==> config.mk <==
export PLATFORM = sky130hd
export DESIGN_NAME = wave_capture
export DESIGN_NICKNAME = d
export VERILOG_FILES = /design/src/rtl/wave_pkg.sv /design/src/rtl/wave_edge_det.sv /design/src/rtl/wave_capture.sv
export SDC_FILE = /design/constraint.sdc
export NUM_CORES = 1
export LEC_CHECK = 0
export CAP_MARGIN = 20
export CORE_MARGIN = 3
export CORE_UTILIZATION = 40
export CTS_CLUSTER_SIZE = 16
export DETAILED_ROUTE_END_ITERATION = 6
export GPL_ROUTABILITY_DRIVEN = 0
export HOLD_SLACK_MARGIN = 0.03
export PLACE_DENSITY = 0.65
export SLEW_MARGIN = 10
export SYNTH_ARGS = -nofsm -noshare
export SYNTH_HDL_FRONTEND = slang
export SYNTH_SLANG_ARGS = --single-unit
export TNS_END_PERCENT = 100
==> constraint.sdc <==
create_clock -name clk -period 2.65 [get_ports clk]
set_clock_uncertainty 0.2 [all_clocks]
set_input_delay 0.6625 -clock clk [delete_from_list [all_inputs] [get_ports clk]]
set_output_delay 0.6625 -clock clk [all_outputs]
set_load 0.05 [all_outputs]
==> src/rtl/wave_pkg.sv <==
// Shared types and sizing constants for the wave_capture block.
package wave_pkg;

   localparam int unsigned FRAME_LEN_MAX = 16;
   localparam int unsigned BIT_IDX_W     = 4;
   localparam int unsigned EDGE_CNT_W    = 5;

   typedef enum logic {
      IDLE    = 1'b0,
      CAPTURE = 1'b1
   } state_t;

endpackage : wave_pkg

==> src/rtl/wave_edge_det.sv <==
// Counts 0->1 transitions of the serial stream within the frame being captured.
// Only built when WAVE_CAPTURE_EDGECNT_EN is defined.
module wave_edge_det
   import wave_pkg::*;
(
   input  logic                  clk,
   input  logic                  rst,
   input  logic                  din,
   input  logic                  sample,
   input  logic                  first,
   output logic [EDGE_CNT_W-1:0] count_c
);

   logic                  prev_q;
   logic [EDGE_CNT_W-1:0] acc_q;
   logic                  rise_c;

   // Running count including the bit sampled this cycle; bit 0 restarts the count.
   always_comb begin
      rise_c  = din & ~prev_q;
      count_c = (first ? EDGE_CNT_W'(0) : acc_q) + EDGE_CNT_W'(rise_c);
   end

   // din history is tracked every cycle so bit 0 compares against the previous cycle.
   always_ff @(posedge clk) begin
      if (rst) begin
         prev_q <= 1'b0;
         acc_q  <= '0;
      end else begin
         prev_q <= din;
         if (sample) acc_q <= count_c;
      end
   end

endmodule : wave_edge_det

==> src/rtl/wave_capture.sv <==
// Serial waveform capture into parallel frames with a one-deep holding register.
// Optional edge counting is enabled by defining WAVE_CAPTURE_EDGECNT_EN.
module wave_capture
   import wave_pkg::*;
#(
   parameter int unsigned FRAME_LEN = 8,
   parameter bit          MSB_FIRST = 1'b1
) (
   input  logic                  clk,
   input  logic                  rst,
   input  logic                  din,
   input  logic                  en,
   output logic [FRAME_LEN-1:0]  frame_data,
   output logic                  frame_valid,
   input  logic                  frame_ready,
   output logic                  overflow,
   output logic [BIT_IDX_W-1:0]  bit_idx
`ifdef WAVE_CAPTURE_EDGECNT_EN
   ,
   output logic [EDGE_CNT_W-1:0] edge_cnt
`endif
);

   state_t               state;
   logic [FRAME_LEN-1:0] shift_q;
   logic [FRAME_LEN-1:0] shift_next_c;
   logic                 last_c;
   logic                 load_c;

   // Shift direction decides where the first sampled bit ends up.
   generate
      if (MSB_FIRST) begin : g_msb
         assign shift_next_c = {shift_q[FRAME_LEN-2:0], din};
      end else begin : g_lsb
         assign shift_next_c = {din, shift_q[FRAME_LEN-1:1]};
      end
   endgenerate

   // Frame completion and whether the holding register can take it this edge.
   always_comb begin
      last_c = en && (state == CAPTURE) && (bit_idx == BIT_IDX_W'(FRAME_LEN - 1));
      load_c = last_c && (!frame_valid || frame_ready);
   end

   // Capture FSM, shift register and holding register with handshake/overflow.
   always_ff @(posedge clk) begin
      if (rst) begin
         state       <= IDLE;
         bit_idx     <= '0;
         shift_q     <= '0;
         frame_data  <= '0;
         frame_valid <= 1'b0;
         overflow    <= 1'b0;
      end else begin
         case (state)
            IDLE: begin
               if (en) begin
                  state   <= CAPTURE;
                  shift_q <= shift_next_c;
                  bit_idx <= BIT_IDX_W'(1);
               end
            end
            CAPTURE: begin
               if (!en) begin
                  state   <= IDLE;
                  bit_idx <= '0;
                  shift_q <= '0;
               end else begin
                  shift_q <= shift_next_c;
                  bit_idx <= last_c ? BIT_IDX_W'(0) : bit_idx + BIT_IDX_W'(1);
               end
            end
            default: begin
               state   <= IDLE;
               bit_idx <= '0;
            end
         endcase

         if (load_c) begin
            frame_data  <= shift_next_c;
            frame_valid <= 1'b1;
         end else if (last_c) begin
            overflow    <= 1'b1;
         end else if (frame_valid && frame_ready) begin
            frame_valid <= 1'b0;
         end
      end
   end

`ifdef WAVE_CAPTURE_EDGECNT_EN
   logic [EDGE_CNT_W-1:0] cnt_c;

   wave_edge_det u_edge_det (
      .clk     (clk),
      .rst     (rst),
      .din     (din),
      .sample  (en),
      .first   (bit_idx == '0),
      .count_c (cnt_c)
   );

   // Edge count travels with frame_data through the holding register.
   always_ff @(posedge clk) begin
      if (rst)         edge_cnt <= '0;
      else if (load_c) edge_cnt <= cnt_c;
   end
`endif

endmodule : wave_capture

## Yosys cells after proc, flatten, opt, wreduce, memory -nomap -nowiden

Index checks and enable logic that the tools add are counted.

- Input port bits: 5
- Output and inout port bits: 14
- Register bits: 22
- Word-level logic and storage cells: 32

- Equality and inequality tests: 3
- Bitwise gates (word level): 2
- Reduce and logical (&&, ||, !) cells: 9
- Add/sub/neg operators: 1
- Mux-type cells: 11

Operators by type and width:

| operator | count |
|---|---|
| $mux W7 | 2 |
| $pmux W7 S2 | 1 |
| $mux W4 | 3 |
| $pmux W4 S2 | 1 |
| $add A4 B1 Y4 const B | 1 |
| $eq A4 B3 Y1 const B | 1 |
| $logic_and A1 B1 Y1 | 4 |
| $mux W1 | 4 |
| $reduce_and A2 Y1 | 2 |
| $ne A2 B1 Y1 const B | 1 |
| $ne A2 B2 Y1 const B | 1 |
| $not A1 Y1 | 2 |
| $reduce_bool A2 Y1 | 1 |
| $logic_not A1 Y1 | 1 |
| $logic_or A1 B1 Y1 | 1 |

## Depth between registers and ports, before layout

- Word-level depth: 5
- Depth in mapped cells: 4
- Depth with buffers taken out: 4

## Least setup slack after synthesis

Ideal clock, no wire load.

- Path kind: flip-flop to flip-flop
- Start: register bit_idx[0]
- End: register frame_data[0]
- Data arrival time: 1881 ps
- Buffers on the path: 0
- Clock period less this slack: 2153 ps
- Stages on the path, launching flop included: 5
- Path slack: 497 ps
- Required time: 2378 ps
- Library setup time: 72 ps
- Cells stage by stage: dfxtp_1 > ha_1 > nand2_2 > nor4_4 > mux2i_1

- Cells in the longest elaborated chain, start to end: 3

RTL lines:

| what | RTL line | RTL |
|---|---|---|
| from (decl) | wave_capture.sv:17 | `output logic [BIT_IDX_W-1:0] bit_idx` |
| from (signal assigned) | wave_capture.sv:70 | `bit_idx <= last_c ? BIT_IDX_W'(0) : bit_idx + BIT_IDX_W'(1);` |
| $eq A4 B3 Y1 | wave_capture.sv:41 | `last_c = en && (state == CAPTURE) && (bit_idx == BIT_IDX_W'(FRAME_LEN - 1));` |
| $logic_and A1 B1 Y1 | wave_capture.sv:41 |  |
| $logic_and A1 B1 Y1 | wave_capture.sv:42 | `load_c = last_c && (!frame_valid \|\| frame_ready);` |
| to (signal assigned) | wave_capture.sv:80 | `frame_data <= shift_next_c;` |
| to (decl) | wave_capture.sv:13 | `output logic [FRAME_LEN-1:0] frame_data,` |

No other way between the ends.
A chain may end at the register's enable or synchronous reset.

## Worst setup path after layout

- Start: register bit_idx[3]
- End: output bit_idx[3]

No word-level cell between the ends.

==> metrics.md <==
| Metric | Value |
|---|---|
| Worst skew pair latency | around 0.30 ns |
| Post-synthesis sequential area ratio | ~47% |
| Die Width | ~54 um |
| Fmax | 0.3957 GHz |
| DP HPWL | approximately 1.3 mm |
| Met3 GRT Util | 2.452% |
| First-pass GRT wire length | 3.063 mm |
| Seq cells post-synth | 22 |
| Row cnt | 16 |
| Post-route setup slack | between 0.1 and 0.15 ns |
| Netlist Area Pre-Place | 939.7 um2 |
| Worst path buffer plus inverter count | 1 |
| Non-filler cells, final | between 100 and 150 |
| Area Overhead vs Synth | 26.76% |
| CTS resizes | 0 |
| N_diodes | 0 |
| Initial antenna violation count | 0 |
| GRT met2 Usage | ~23% |
| Average size of a mapped cell | 9.397 um2 |
| Core Area | ~2100 um2 |
| Top cells by area, synth | dfxtp_1 (47%), nand2b_1 (11%), mux2i_1 (8.5%) |
| Number of synthesized flops with an enable pin | 0 |
| Crit-path slowest cell | clkdlybuf4s50_1 |
| Vias in the first global route | around 700 |
| WP data arrival | around 1.7 ns |
| Main synth FF type | dfxtp_1 |
| Crit path capture type | primary output |
| Worst r2r path cells | 5 |
| Antenna Nets Post-Route | 0 |
| Setup CP Type | flip-flop to primary output |
| Setup tns final | 0 ns |
| Final period util | 95.36% |
| TritonCTS clock tree | done |
| Pin count of the biggest net entering global routing | 23 |
| Layout net count | approximately 130 |
| Port bufs | 18 |
| Clk buf depth | 2 |
| Layout cells sized above 1 | between 10% and 20% |
| Slew @ Worst Pin | about 0.55 ns |
| DRT iter0 DRCs | 5 |
| Gate Count Post-Synth | 100 |
| CTS clk-pin slew, worst paths | approximately 0.12 ns |
| Sinks on Clock Net | 22 |
| Peak-usage layer in the global routing report | met2 |
| Hold Crit Depth | 2 |
| Netlist cell types | 23 |
| Clk root buf | clkbuf_4 |
| Max_slew headroom | 62.96% |
| Yosys top cell by area | dfxtp_1 |
| Final min period | about 2.5 ns |
| Routed WL per cell | 12.15 um |
| Final Hold Fails | 0 |
| Starting density of the core | 45.13% |
| Status | complete, no violations |
| Critical Path Max Stage Delay | approximately 0.87 ns |
| Total gr overflow | 0 |
| Warnings from Yosys | 0 |
| Critical Path RT | 1.79 ns |
| Die extent in y | between 50 and 60 um |
| Top delay family on crit path | buffers and inverters |
| Residual DRC | 0 |
| Worst hold-check path type | flip-flop to flip-flop |
| Gr usage total | approximately 14% |
| Overall power | 0.5292 mW |
| IO Count | 19 |
| CP cell instances | clkdlybuf4s50_1 |
| Die area | between 2000 and 3000 um2 |
| Post-synth top area share | between 40% and 50% |
| Cell count after placement | between 100 and 150 |
| PwrDens | between 400 and 500 nW/um2 |
| Hold_buf cts | 0 |
| First-pass detailed-route iteration total | 4 |
| Fin util | a little under three fifths |
| CP startpoint kind | flip-flop |
| Vias per cell | 4.918 |
| Via Count | 723 |
| Num CTS Buffers | 3 |
| Ys async rst share | 0% |
| CP max FO | 7 |
| Max VDD drop | around 0.26 mV |
| Leakage power | approximately 0.4 nW |
| Slew Limit Fails | 0 |
| Routed WL | about 1.8 mm |
| Synth cell count leaders | dfxtp_1 (22), nand2b_1 (16), nor2_1 (11) |
| # setup viols final | 0 |
| Worst slack at placement | 0.3447 ns |
| Met1 Use GR | 19.00% |
| Buffers inserted by post-CTS timing repair | 0 |
| Maxcap violations | 0 |
| Post-Syn Nets | 106 |
| Total stage count of the critical path | 1 |
| Most common cell in the netlist | dfxtp_1 |
| RSZ-0062 raised after global routing | no |
| H-tree depth | 1 |
## cell type report
| cell class | count | area (um2) |
|---|---|---|
| clock buffers | 3 | 22.52 |
| multi-input cells | 72 | 476.7 |
| fillers | 202 | 890.9 |
| repair buffers | 23 | 217.7 |
| flip-flops and latches | 22 | 440.4 |
| well taps | 27 | 33.78 |
## sequential cells by signal (all words and copies together), names as in the netlist
name,cells
shift_q,7
overflow,1
frame_data,8
state,1
frame_valid,1
bit_idx,4
## cells by family after synthesis
logic type                 count (synthesis)  synth area share [%]
AOI/OAI and AO/OA                         15                 9.187
adders and majority gates                  1                 1.331
buffers and inverters                      6                 2.397
DFF                                       22                 46.87
and+or+nand+nor                           48                 31.69
muxes                                      8                 8.522
## final timing paths
check        slack, ns                  startpoint                          to
min               0.28  frame_data[4]$_SDFFE_PP0P_  frame_data[4]$_SDFFE_PP0P_
max reg2reg       0.89     bit_idx[0]$_SDFFE_PP0P_  frame_data[3]$_SDFFE_PP0P_
min reg2reg       0.28  frame_data[4]$_SDFFE_PP0P_  frame_data[4]$_SDFFE_PP0P_
max               0.12     bit_idx[3]$_SDFFE_PP0P_                  bit_idx[3]
## where the power goes
group	switching [mW]	internal, mW
Sequential	0.00299	0.334
Combinational	0.0247	0.0203
Clock	0.0939	0.0529
## per-stage QoR
step,hold WS (ns),instance area (um2)
4_1_cts,0.2851,1191
2_1_floorplan,0.2465,939.7
5_1_grt,0.3100,1191
6_report,0.2773,1191
3_3_place_gp,0.2575,1169
3_5_place_dp,0.2658,1169
## placed cells by master (no fill, tap or decap), types with 3 or more instances in the layout
cell type / synthesis / routed
clkdlybuf4s50_1: 0 / 18
a21oi_1: 9 / 9
nor3b_1: 7 / 7
mux2i_1: 8 / 8
dfxtp_1: 22 / 22
clkbuf_4: 0 / 3
nor2_1: 11 / 11
nand2b_1: 16 / 16
buf_4: 0 / 5
nand2_1: 3 / 3
## layer usage
layer,vias to the layer above,part of all wire [%],wire length [um]
met4,0,0.39,7
met3,2,3.5,63
li1,386,-,-
met2,11,46,826
met1,324,50,888
met5,-,0,0
(Power assumes the default switching activity.)
